## config.mk

```make
export PLATFORM = sky130hd
export DESIGN_NAME = tl_a_burst_arbiter_flat
export DESIGN_NICKNAME = d
export VERILOG_FILES = /design/src/rtl/tl_a_burst_arbiter_if.sv /design/src/rtl/tl_a_burst_arbiter.sv /design/src/flat_wrapper.sv
export SDC_FILE = /design/constraint.sdc
export NUM_CORES = 1
export LEC_CHECK = 0
export BUFFER_PORTS_ARGS = -buffer_cell sky130_fd_sc_hd__buf_4
export CAP_MARGIN = 15
export CORE_ASPECT_RATIO = 1.1
export CORE_UTILIZATION = 45
export CTS_CLUSTER_SIZE = 12
export DETAILED_ROUTE_END_ITERATION = 12
export PLACE_DENSITY_LB_ADDON = 0.3
export RECOVER_POWER = 25
export SKIP_LAST_GASP = 1
export SLEW_MARGIN = 20
export SYNTH_ARGS = -nofsm -noshare
export SYNTH_HDL_FRONTEND = slang
export SYNTH_SLANG_ARGS = --single-unit
```

## constraint.sdc

```tcl
create_clock -name clk_i -period 7 [get_ports clk_i]
set_input_delay 0.7 -clock clk_i [delete_from_list [all_inputs] [get_ports clk_i]]
set_output_delay 0.7 -clock clk_i [all_outputs]
set_load 0.01 [all_outputs]
```

## src/rtl/tl_a_burst_arbiter_if.sv

```systemverilog
// Shared A-channel handshake bundle between the hosts/device side and the burst arbiter.
// The arbiter takes the slave view; the environment driving requests takes the master view.
interface tl_a_burst_arbiter_if #(
    parameter int unsigned NumHosts  = 2,
    parameter int unsigned SizeWidth = 3,
    parameter int unsigned SelWidth  = (NumHosts > 1) ? $clog2(NumHosts) : 1
);
    logic [NumHosts-1:0]           req_valid_i;
    logic [NumHosts-1:0]           req_ready_o;
    logic [NumHosts*3-1:0]         req_opcode_i;
    logic [NumHosts*SizeWidth-1:0] req_size_i;
    logic                          dev_valid_o;
    logic                          dev_ready_i;
    logic [SelWidth-1:0]           sel_o;
    logic                          busy_o;

    modport slave (
        input  req_valid_i, req_opcode_i, req_size_i, dev_ready_i,
        output req_ready_o, dev_valid_o, sel_o, busy_o
    );

    modport master (
        output req_valid_i, req_opcode_i, req_size_i, dev_ready_i,
        input  req_ready_o, dev_valid_o, sel_o, busy_o
    );
endinterface

```

## src/rtl/tl_a_burst_arbiter.sv

```systemverilog
// Round-robin arbiter sharing one TileLink A-channel device port between NumHosts hosts.
// Holds the grant through stalls and locks it across every beat of a multi-beat data burst.
module tl_a_burst_arbiter #(
    parameter int unsigned NumHosts  = 2,
    parameter int unsigned DataWidth = 64,
    parameter int unsigned SizeWidth = 3,
    parameter int unsigned MaxSize   = 6,
    parameter int unsigned SelWidth  = (NumHosts > 1) ? $clog2(NumHosts) : 1
) (
    input  logic                   clk_i,
    input  logic                   rst_ni,
    tl_a_burst_arbiter_if.slave    a_bus
);

    localparam int unsigned OffW = $clog2(DataWidth / 8);
    localparam int unsigned CntW = (MaxSize > OffW) ? (MaxSize - OffW) : 1;

    typedef enum logic [1:0] {
        S_IDLE,
        S_HOLD,
        S_BURST
    } state_e;

    state_e              r_state;
    state_e              w_state_nxt;
    logic [SelWidth-1:0] r_locked;
    logic [SelWidth-1:0] w_locked_nxt;
    logic [SelWidth-1:0] r_rr;
    logic [SelWidth-1:0] w_rr_nxt;
    logic [CntW-1:0]     r_rem;
    logic [CntW-1:0]     w_rem_nxt;

    logic [2:0]           w_op_arr   [NumHosts];
    logic [SizeWidth-1:0] w_size_arr [NumHosts];

    logic [SelWidth-1:0]  w_cand;
    logic                 w_any;
    logic [SelWidth-1:0]  w_sel;
    logic [2:0]           w_sel_op;
    logic [SizeWidth-1:0] w_sel_size;
    logic                 w_sel_valid;
    logic                 w_multi;
    logic [CntW-1:0]      w_beats_m1;
    logic                 w_fire;
    logic                 w_dev_valid;
    logic [NumHosts-1:0]  w_ready;

    for (genvar g = 0; g < NumHosts; g++) begin : g_unpack
        assign w_op_arr[g]   = a_bus.req_opcode_i[3*g +: 3];
        assign w_size_arr[g] = a_bus.req_size_i[SizeWidth*g +: SizeWidth];
    end

    assign w_any = |a_bus.req_valid_i;

    // First valid host strictly after the last granted one, wrapping around.
    always_comb begin
        logic                found;
        logic [SelWidth-1:0] idx;
        found  = 1'b0;
        idx    = '0;
        w_cand = '0;
        for (int unsigned k = 1; k <= NumHosts; k++) begin
            idx = SelWidth'((32'(r_rr) + k) % NumHosts);
            if (!found && a_bus.req_valid_i[idx]) begin
                found  = 1'b1;
                w_cand = idx;
            end
        end
    end

    assign w_sel       = (r_state == S_IDLE) ? w_cand : r_locked;
    assign w_sel_op    = w_op_arr[w_sel];
    assign w_sel_size  = w_size_arr[w_sel];
    assign w_sel_valid = a_bus.req_valid_i[w_sel];
    assign w_fire      = w_dev_valid && a_bus.dev_ready_i;

    // Remaining beats after the first; oversize requests saturate the counter.
    always_comb begin
        w_multi    = (w_sel_op < 3'd4) && (32'(w_sel_size) > OffW);
        w_beats_m1 = '0;
        if (w_multi) begin
            if (32'(w_sel_size) > MaxSize) begin
                w_beats_m1 = '1;
            end else begin
                w_beats_m1 = CntW'((32'd1 << (32'(w_sel_size) - OffW)) - 32'd1);
            end
        end
    end

    always_comb begin
        w_state_nxt  = r_state;
        w_locked_nxt = r_locked;
        w_rr_nxt     = r_rr;
        w_rem_nxt    = r_rem;
        w_dev_valid  = 1'b0;
        w_ready      = '0;
        unique case (r_state)
            S_IDLE: begin
                w_dev_valid = w_any;
                if (w_any) begin
                    w_ready[w_cand] = a_bus.dev_ready_i;
                    if (a_bus.dev_ready_i) begin
                        w_rr_nxt = w_cand;
                        if (w_multi) begin
                            w_rem_nxt    = w_beats_m1;
                            w_locked_nxt = w_cand;
                            w_state_nxt  = S_BURST;
                        end
                    end else begin
                        w_locked_nxt = w_cand;
                        w_state_nxt  = S_HOLD;
                    end
                end
            end
            S_HOLD: begin
                w_dev_valid       = w_sel_valid;
                w_ready[r_locked] = a_bus.dev_ready_i;
                if (w_sel_valid && a_bus.dev_ready_i) begin
                    w_rr_nxt = r_locked;
                    if (w_multi) begin
                        w_rem_nxt   = w_beats_m1;
                        w_state_nxt = S_BURST;
                    end else begin
                        w_state_nxt = S_IDLE;
                    end
                end else if (!w_sel_valid) begin
                    w_state_nxt = S_IDLE;
                end
            end
            S_BURST: begin
                w_dev_valid       = w_sel_valid;
                w_ready[r_locked] = a_bus.dev_ready_i;
                if (w_fire) begin
                    w_rem_nxt = r_rem - CntW'(1);
                    if (r_rem == CntW'(1)) begin
                        w_state_nxt = S_IDLE;
                    end
                end
            end
            default: begin
                w_state_nxt = S_IDLE;
            end
        endcase
    end

    always_ff @(posedge clk_i or negedge rst_ni) begin
        if (!rst_ni) begin
            r_state  <= S_IDLE;
            r_locked <= '0;
            r_rr     <= SelWidth'(NumHosts - 1);
            r_rem    <= '0;
        end else begin
            r_state  <= w_state_nxt;
            r_locked <= w_locked_nxt;
            r_rr     <= w_rr_nxt;
            r_rem    <= w_rem_nxt;
        end
    end

    assign a_bus.req_ready_o = w_ready;
    assign a_bus.dev_valid_o = w_dev_valid;
    assign a_bus.sel_o       = w_sel;
    assign a_bus.busy_o      = (r_state != S_IDLE);

    a_ready_onehot: assert property (@(posedge clk_i) disable iff (!rst_ni)
        $onehot0(w_ready));

    a_single_fire: assert property (@(posedge clk_i) disable iff (!rst_ni)
        $onehot0(a_bus.req_valid_i & w_ready));

    a_hold_stable: assert property (@(posedge clk_i) disable iff (!rst_ni)
        (r_state == S_HOLD && w_state_nxt == S_HOLD) |=> ($stable(w_sel) && $stable(w_dev_valid)));

    a_legal_size: assert property (@(posedge clk_i) disable iff (!rst_ni)
        !(w_dev_valid && r_state != S_BURST && w_sel_op < 3'd4 && 32'(w_sel_size) > MaxSize));

endmodule

```

## src/flat_wrapper.sv

```systemverilog
// flat-port wrapper written by rule: the top's interface ports become plain ports
module tl_a_burst_arbiter_flat 
#(
    parameter int unsigned NumHosts  = 2,
    parameter int unsigned DataWidth = 64,
    parameter int unsigned SizeWidth = 3,
    parameter int unsigned MaxSize   = 6,
    parameter int unsigned SelWidth  = (NumHosts > 1) ? $clog2(NumHosts) : 1
)
  (clk_i, rst_ni, a_bus_req_valid_i, a_bus_req_opcode_i, a_bus_req_size_i, a_bus_dev_ready_i, a_bus_req_ready_o, a_bus_dev_valid_o, a_bus_sel_o, a_bus_busy_o);
  tl_a_burst_arbiter_if #(.NumHosts(NumHosts), .SizeWidth(SizeWidth), .SelWidth(SelWidth)) a_bus_i ();
  input  logic clk_i;
  input  logic rst_ni;
  input wire logic [$bits(a_bus_i.req_valid_i)-1:0] a_bus_req_valid_i;
  input wire logic [$bits(a_bus_i.req_opcode_i)-1:0] a_bus_req_opcode_i;
  input wire logic [$bits(a_bus_i.req_size_i)-1:0] a_bus_req_size_i;
  input wire logic [$bits(a_bus_i.dev_ready_i)-1:0] a_bus_dev_ready_i;
  output wire logic [$bits(a_bus_i.req_ready_o)-1:0] a_bus_req_ready_o;
  output wire logic [$bits(a_bus_i.dev_valid_o)-1:0] a_bus_dev_valid_o;
  output wire logic [$bits(a_bus_i.sel_o)-1:0] a_bus_sel_o;
  output wire logic [$bits(a_bus_i.busy_o)-1:0] a_bus_busy_o;
  assign a_bus_i.req_valid_i = a_bus_req_valid_i;
  assign a_bus_i.req_opcode_i = a_bus_req_opcode_i;
  assign a_bus_i.req_size_i = a_bus_req_size_i;
  assign a_bus_i.dev_ready_i = a_bus_dev_ready_i;
  assign a_bus_req_ready_o = a_bus_i.req_ready_o;
  assign a_bus_dev_valid_o = a_bus_i.dev_valid_o;
  assign a_bus_sel_o = a_bus_i.sel_o;
  assign a_bus_busy_o = a_bus_i.busy_o;
  tl_a_burst_arbiter #(.NumHosts(NumHosts), .DataWidth(DataWidth), .SizeWidth(SizeWidth), .MaxSize(MaxSize), .SelWidth(SelWidth)) u_core (.clk_i(clk_i), .rst_ni(rst_ni), .a_bus(a_bus_i));
endmodule
```

==> results_dict.tcl, run 1 <==
set metrics [dict create \
    status "completed" \
    post_cts_resized 0 \
    yosysWarningCount 0 \
    drc_errors 0 \
    post_dp_cell_area_um2 1000 \
    ir_drop_v 0.000140 \
    setup_viol 0 \
    fin_tns_setup_ns 0 \
    crit_arrival_ns 3.69 \
    place_congestion 0.837 \
    rsz0062_at_grt "false" \
    grt_max_degree 14 \
    viasPerCell 5.92 \
    syn_nets 127 \
    synthArstFlopShare_pct 100 \
    ant_nets 0 \
    n_antenna_cell 0 \
    dp.cells 133 \
    synth_area_um2 873 \
    p_leak_nw 0.493 \
    syn_to_final_growth_pct 17.3 \
    r2r_slack_ns 3.45 \
    cts-root-buf "clkbuf_4" \
    firstDrtPassIters 6 \
    path_clk_slew_ns 0.05 \
    detail_route.wl_per_cell_um 13.3 \
    synthTopCellsByArea "dfrtp_1 (17%), ha_1 (11%), mux2_2 (6.4%), inv_1 (5.2%), mux2i_1 (4.6%)" \
    critPathKind "flop to flop" \
    stdcell_count 137 \
    clk_latency_ns 0.25 \
    cts_tree "built" \
    synth_top_cell_by_area "dfrtp_1" \
    gr-usage-all-layers_pct 18.1 \
    ys_top_cells_by_count "inv_1 (12), nor2_1 (9), ha_1 (8)" \
    die_w_um 44.0 \
    pin_count 22 \
    grt_pass1_wl_mm 2.86 \
    via_count 811 \
    yosysSeqAreaShare_pct 20.2 \
    rows 16 \
    start_util_pct 48.5 \
    cp.required_ns 7.14 \
    post-route-period-util_pct 50.7 \
    drv_cap 0 \
    nets 145 \
    grt_remaining_overflow 0 \
    h-tree-depth 1 \
    finalWirelength_mm 1.82 \
    clock-skew-final_ns 0.00495 \
    drv_slew 0 \
    worst_slew_margin_rel_pct 68.7 \
    fmax_mhz 282 \
    port_buffers 17 \
    grt_antenna_before_repair 0 \
    hold_buffers 0 \
    crit_chain "inv_1 > ha_1 > mux2i_4 > mux2_2 > ha_1 > or4b_2 > o21ai_0 > a221oi_2 > mux2_2" \
    grt_pass1_vias 693 \
    min_path_type "primary input to asynchronous set/reset pin" \
    cts_setup_buffers 0 \
    hold_viol_final 0 \
    clock_path_buffers 2 \
    coreArea_um2 1800 \
    yosysUniqueCellTypes 41 \
    max_stage_delay_ns 0.64 \
    crit_buf_inv 1 \
    syn_inst 102 \
    yosysMostFrequentCell "inv_1" \
    worst_setup_path_start_kind "flop" \
    yosysTopAreaCellShare_pct 17.2 \
    power_density_nw_per_um2 370 \
    path_delay_family "multiplexers" \
    slowest_stage "or4b_2" \
    dieArea_um2 2120 \
    synth_edf_count 0 \
    avgSynthCellArea_um2 8.56 \
    design_area_um2 1020 \
    period_needed_ns 3.55 \
    end_kind "flop" \
    drive_above_1_share_pct 26.9 \
    die_y_um 48.2 \
    drt-initial-drc-count 20 \
    synth-seq-cells 7 \
    numCtsBuffers 3 \
    crit_fanout 13 \
    synthFlopType "dfrtp_1" \
    worst-slew-pin-transition_ns 0.470 \
    cts_sinks 7 \
    dp_hpwl_mm 1.47 \
]
==> cells in the final DEF, fill, tap and decap left out, types with 2 or more instances in the layout <==
cell type | synthesis | layout
a21oi_1 | 5 | 5
a22o_1 | 2 | 2
a31oi_1 | 2 | 2
and3_1 | 2 | 2
buf_4 | 1 | 16
clkbuf_4 | 0 | 3
dfrtp_1 | 6 | 6
ha_1 | 8 | 8
inv_1 | 12 | 12
mux2_2 | 5 | 5
mux2i_1 | 4 | 4
nand2_1 | 6 | 6
nand2b_1 | 3 | 3
nor2_1 | 9 | 9
nor2b_1 | 4 | 4
o211ai_1 | 2 | 2
o21ai_0 | 3 | 3
o22ai_1 | 2 | 2
==> flip-flops by register name, indices dropped and copies added (netlist names) <==
name / cells
u_core.r_rem: 3
u_core.r_locked: 1
u_core.r_rr: 1
u_core.r_state: 2
==> path summary, 6_finish.rpt <==
check                                        from                end  cells past startpoint
worst max-delay path            u_core.r_state[0]    u_core.r_rem[1]                      9
worst min-delay path                       rst_ni  u_core.r_state[0]                      1
worst max register to register  u_core.r_state[0]    u_core.r_rem[1]                      9
worst min register to register    u_core.r_rem[1]    u_core.r_rem[1]                      1
max in group asynchronous                  rst_ni        u_core.r_rr                      1
min in group clk_i                u_core.r_rem[1]    u_core.r_rem[1]                      1
==> power by group <==
part / internal, W / total [W] / switching, W
clock network: 0.0000208 / 0.0000357 / 0.0000149
registers: 0.0000601 / 0.0000805 / 0.0000204
logic: 0.000125 / 0.000263 / 0.000138
total: 0.000206 / 0.000379 / 0.000173
==> final cells by class <==
| type | count | area (µm²) |
|---|---|---|
| clock buffers | 3 | 22.5 |
| inverters | 12 | 45.0 |
| repair buffers | 17 | 124 |
| multi-input cells | 79 | 629 |
| well taps | 18 | 22.5 |
| clock inverters | 1 | 5.00 |
| flip-flops and latches | 7 | 176 |
| fillers | 179 | 777 |
==> per-layer routing <==
layer | track usage [%] | up-vias | part of all wire, %
met4 | 0 | 0 | 0
met5 | 0 | - | 0
li1 | - | 410 | -
met2 | 36.5 | 15 | 53
met3 | 5.56 | 0 | 3.5
met1 | 19.9 | 386 | 43
==> worst reg2reg max path, cell delays in order, from the launching register on <==
cell and delay, ns:
dfrtp_1 0.43, inv_1 0.14, ha_1 0.47, mux2i_4 0.52, mux2_2 0.41, ha_1 0.27
or4b_2 0.64, o21ai_0 0.23, a221oi_2 0.08, mux2_2 0.27
==> logic make-up after synthesis <==
logic type                 after synthesis  share of synthesized area [%]
AOI/OAI and AO/OA                       30                           27.4
muxes                                   10                           13.6
and+or+nand+nor                         31                           19.6
adders and majority gates                8                           11.5
buffers and inverters                   16                           7.74
DFF                                      7                           20.2
==> metrics by stage <==
step	setup slack (ns)	util, %	total power, W	hold WS (ns)
3_5_place_dp	3.47	55.6	0.000343	0.497
4_1_cts	3.45	57.1	0.000382	0.239
5_1_grt	3.19	56.9	0.000417	0.344
2_1_floorplan	3.93	-	0.000280	0.404
3_3_place_gp	3.52	55.6	0.000336	0.504
6_report	3.45	56.9	0.000379	0.332
Note: power is estimated with default switching activity, not from simulation.
==> inputs of run 2 (changes only) <==
clock period = 3 ns   (was 7 ns; I/O delays follow)
==> results_dict.tcl, run 2 (same netlist as run 1, synthesis figures left out) <==
set metrics [dict create \
    status "completed" \
    p_leak_nw 0.521 \
    end_kind "flop" \
    finalWirelength_mm 2.00 \
    place_ws_ns 0.0614 \
    clk_latency_ns 0.24 \
    fmax_mhz 346 \
    highest_layer "met3" \
    grt_pass1_wl_mm 3.28 \
    pin_count 22 \
    period_needed_ns 2.89 \
    seq_power_share_pct 19.2 \
    slowest_stage "or4b_2" \
    post_dp_cell_area_um2 1040 \
    pwr-share-clk_pct 8.6 \
    final_cell_mix "buf_4 (22), inv_1 (12), nor2_1 (9)" \
    cp_common_cell "mux2_2" \
    grt_remaining_overflow 0 \
    crit_arrival_ns 3.02 \
    max_stage_delay_ns 0.64 \
    r2r_start "u_core.r_state[0]" \
    numCtsBuffers 3 \
    final_common_cell "buf_4" \
    largest-register "u_core.r_rem" \
    post-route-period-util_pct 96.2 \
    port_buffers 17 \
    fin_tns_setup_ns 0 \
    min_from "a_bus_dev_ready_i" \
    largest_registers "u_core.r_rem (3), u_core.r_state (2)" \
    detail_route.wl_per_cell_um 13.9 \
    gr-usage-all-layers_pct 20.6 \
    cp.required_ns 3.13 \
    power_density_nw_per_um2 884 \
    n_antenna_cell 0 \
    internal_power_w 0.000546 \
    clock-skew-final_ns 0.000442 \
    drive_above_1_share_pct 32.5 \
    nets 152 \
    clock_path_buffers 2 \
    worst-slew-pin-transition_ns 0.382 \
    met3WireLength_um 46 \
    regArea_um2 176 \
    design_area_um2 1100 \
    dp_hpwl_mm 1.59 \
    ir_drop_v 0.000415 \
    cts_sinks 7 \
    worst_slew_margin_rel_pct 74.6 \
    rows 16 \
    multiInputGateArea_um2 652 \
    dieArea_um2 2120 \
    firstDrtPassIters 6 \
    wl_met2_mm 1.10 \
    ant_nets 0 \
    p_sw_share_pct 43.8 \
    p_sw_w 0.000427 \
    worst_setup_path_start_kind "flop" \
    die_y_um 48.2 \
    cts-root-buf "clkbuf_4" \
    power_w 0.000973 \
    largest_register_ffs 3 \
    drc_errors 0 \
    die_w_um 44.0 \
    start_util_pct 48.5 \
    critPathLaunch "u_core.r_state[0]" \
    num-fill-cells 169 \
    drt-initial-drc-count 10 \
    via_count 822 \
    drv_slew 0 \
    place_congestion 0.815 \
    path_clk_slew_ns 0.05 \
    cts_tree "built" \
    wl_met1_um 857 \
    critPathKind "flop to flop" \
    grt_antenna_before_repair 0 \
    grt_pass1_vias 814 \
    crit_chain "inv_1 > ha_4 > mux2i_4 > mux2_2 > ha_1 > or4b_2 > o21ai_2 > a221oi_2 > mux2_2" \
    combinationalPowerShare_pct 72.2 \
    coreArea_um2 1800 \
    syn_to_final_growth_pct 26.1 \
    hold_viol_final 0 \
    min_path_type "primary input to flop" \
    drv_cap 0 \
    viasPerCell 5.71 \
    h-tree-depth 1 \
    fin_ws_ns 0.114 \
    setup_viol 0 \
    crit_fanout 4 \
    grt_max_degree 12 \
]
-- run 2: per-layer routing --
layer  vias up  GRT usage (%)
li1        422              -
met4         0          0.606
met5         -              0
met3         0           5.56
met2        10           44.1
met1       390           21.0
-- run 2: power by group through the flow --
stage | Sequential (W) | Combinational, W | Clock [W]
6_report | 0.000187 | 0.000702 | 0.0000839
4_1_cts | 0.000188 | 0.000667 | 0.0000859
2_1_floorplan | 0.000176 | 0.000482 | 0
5_1_grt | 0.000193 | 0.000781 | 0.0000979
3_3_place_gp | 0.000188 | 0.000647 | 0
3_5_place_dp | 0.000189 | 0.000662 | 0
-- run 2: worst paths after layout --
path	endpoint	depth (start not counted)	slack [ns]
worst max-delay path	u_core.r_rem[1]	9	0.11
worst min-delay path	u_core.r_rr	2	0.29
worst max register to register	u_core.r_rem[1]	9	0.11
worst min register to register	u_core.r_rem[1]	1	0.51
max in group asynchronous	u_core.r_rr	2	2.21
min in group asynchronous	u_core.r_state[0]	2	0.48
-- run 2: cell type report --
cell class              count  area share, %
well taps                  18           2.05
multi-input cells          79           59.2
clock buffers               4           2.39
repair buffers             24           16.2
flip-flops and latches      7           16.0
inverters                  12           4.09
-- run 2: timing repair --
action | 4_1_cts | 5_1_grt
hold buffers | 1 | 0
hold endpoints to repair | 6 | 0
buffers inserted | 0 | 1
endpoints found under the setup margin | 0 | 1
resized for setup | 0 | 4
-- run 2: per-stage QoR --
| stage | util, % | hold slack (ns) | std cells |
|---|---|---|---|
| 4_1_cts | 59.8 | 0.265 | 143 |
| 2_1_floorplan | - | 0.00441 | 102 |
| 3_5_place_dp | 57.8 | 0.116 | 138 |
| 5_1_grt | 61.1 | 0.259 | 144 |
| 3_3_place_gp | 57.8 | 0.114 | 138 |
| 6_report | 61.1 | 0.286 | 144 |
-- run 2: critical path, delay by kind of cell (launching register included) --
family	cells	cell delay [ns]
adder cells (fa/ha/maj)	2	0.39
buffers and inverters	1	0.14
multiplexers	3	0.95
AND/OR/NAND/NOR	1	0.64
AO/OA/AOI/OAI	2	0.24
flip-flops	1	0.41
==> inputs of run 3 (changes only) <==
clock period = 2.5 ns   (was 3 ns; I/O delays follow)
==> results_dict.tcl, run 3 (same netlist as run 1, synthesis figures left out) <==
set metrics [dict create \
    crit_chain "inv_2 > ha_4 > mux2i_4 > mux2i_2 > inv_1 > ha_4 > or4b_4 > o21ai_4 > a221oi_2 > mux2_4" \
    r2r-end "u_core.r_rem[1]" \
    port_buffers 17 \
    crit_arrival_ns 2.83 \
    cp_common_cell "ha_4" \
    largest_registers "u_core.r_rem (3), u_core.r_state (2)" \
    drv_cap 0 \
    grt_remaining_overflow 0 \
    slowest_stage "or4b_4" \
    max_stage_delay_ns 0.52 \
    drive_above_1_share_pct 42.2 \
    h-tree-depth 1 \
    n_antenna_cell 0 \
    start_util_pct 48.5 \
    rows 16 \
    syn_to_final_growth_pct 38.8 \
    violations "negative setup slack" \
    p_leak_nw 0.582 \
    cp.required_ns 2.66 \
    final_core_util_pct 67.3 \
    firstDrtPassIters 6 \
    path_clk_slew_ns 0.06 \
    end_kind "flop" \
    ant_nets 0 \
    final_cell_mix "buf_4 (31), inv_1 (10), nor2_1 (9)" \
    worst-slew-pin-transition_ns 0.385 \
    clk_latency_ns 0.27 \
    place_congestion 0.876 \
    fmax_mhz 375 \
    grt_max_degree 12 \
    ir_drop_v 0.000611 \
    cts_sinks 7 \
    largest_register_ffs 3 \
    largest-register "u_core.r_rem" \
    power_w 0.00132 \
    r2r_slack_ns -0.17 \
    pin_count 22 \
    gr-usage-all-layers_pct 22.1 \
    worst_setup_path_start_kind "flop" \
    numCtsBuffers 3 \
    status "finished, violations left" \
    p_sw_w 0.000569 \
    via_count 889 \
    dp_hpwl_mm 1.64 \
    clock-skew-final_ns 0.00101 \
    grt_pass1_wl_mm 3.34 \
    pwr-share-clk_pct 8.7 \
    internal_power_w 0.000751 \
    drt-initial-drc-count 29 \
    min_path_type "primary input to flop" \
    worstHoldEndpoint "u_core.r_rr" \
    dieArea_um2 2120 \
    r2r_start "u_core.r_state[1]" \
    cts-root-buf "clkbuf_4" \
    combinationalPowerShare_pct 75.8 \
    drv_slew 0 \
    cts_tree "built" \
    crit_fanout 4 \
    worst_slew_margin_rel_pct 73.6 \
    drc_errors 0 \
    post_dp_cell_area_um2 1140 \
    rsz0062_at_grt "true" \
    grt_antenna_before_repair 0 \
    setup_viol 2 \
    final_common_cell "buf_4" \
    hold_viol_final 0 \
    viasPerCell 5.81 \
    hold_depth 2 \
    period_needed_ns 2.67 \
    p_sw_share_pct 43.1 \
    detail_route.wl_per_cell_um 14.2 \
    min_from "a_bus_dev_ready_i" \
    rr_worst_depth 10 \
    power_density_nw_per_um2 1090 \
    grt_pass1_vias 786 \
    post-route-period-util_pct 107 \
    clock_path_buffers 2 \
    nets 161 \
    design_area_um2 1210 \
    fin_ws_ns -0.165 \
    die_w_um 44.0 \
    die_y_um 48.2 \
    coreArea_um2 1800 \
    finalWirelength_mm 2.17 \
    critPathKind "flop to flop" \
    seq_power_share_pct 15.6 \
]
-- run 3: power by group through the flow --
stage,logic (W),clock network [W],registers (W)
after global routing,0.00110,0.000123,0.000212
after CTS,0.000973,0.000119,0.000206
after floorplan,0.000628,0,0.000213
after detailed placement,0.000943,0,0.000208
final,0.00100,0.000114,0.000205
after global placement,0.000918,0,0.000205
-- run 3: timing repair --
action / in CTS / in global routing
setup buffers: 1 / 0
pin swaps: 2 / 3
endpoints found under the hold margin: 7 / 0
resized for setup: 3 / 5
endpoints found under the setup margin: 2 / 2
hold buffers: 1 / 0
-- run 3: per-layer routing --
metal  vias to the layer above  part of all wire (%)  global-route usage, %
li1                        438                     -                      -
met1                       417                    45                   30.1
met2                        29                    48                   34.4
met3                         5                   6.2                   7.04
met4                         0                   1.4                   5.45
met5                         -                     0                      0
-- run 3: worst max-delay path, delay by kind of cell (launching register included) --
family          cells  cell delay (ns)
buf+inv             2             0.19
flops               1             0.38
compound gates      2             0.22
mux                 3             0.89
simple gates        1             0.52
fa+ha+maj           2             0.34
-- run 3: final cells by class --
type / instances / area (µm²)
tap: 18 / 22.5
sequential: 7 / 176
multi-input combinational: 79 / 694
fill: 152 / 589
inverter: 12 / 45.0
clock inverter: 1 / 5.00
clock buffer: 3 / 22.5
timing repair buffer: 33 / 246
-- run 3: per-stage QoR --
stage / hold slack [ns] / setup WS, ns / setup TNS (ns) / std cells
after global placement: 0.0695 / -0.199 / -0.329 / 147
after detailed placement: 0.0723 / -0.226 / -0.418 / 147
after CTS: 0.197 / -0.164 / -0.305 / 153
final: 0.203 / -0.165 / -0.281 / 153
after floorplan: -0.0456 / -0.157 / -0.225 / 102
after global routing: 0.226 / -0.255 / -0.504 / 153
-- run 3: how the worst max path moves through the flow --
stage	end	slack (ns)	startpoint
floorplan	u_core.r_rem[1]	-0.16	u_core.r_state[1]
detailed placement	u_core.r_rem[1]	-0.23	u_core.r_state[1]
global route	u_core.r_rem[0]	-0.25	u_core.r_state[1]
CTS	u_core.r_rem[1]	-0.16	u_core.r_state[1]
global placement	u_core.r_rem[1]	-0.20	u_core.r_state[1]
finish	u_core.r_rem[1]	-0.17	u_core.r_state[1]
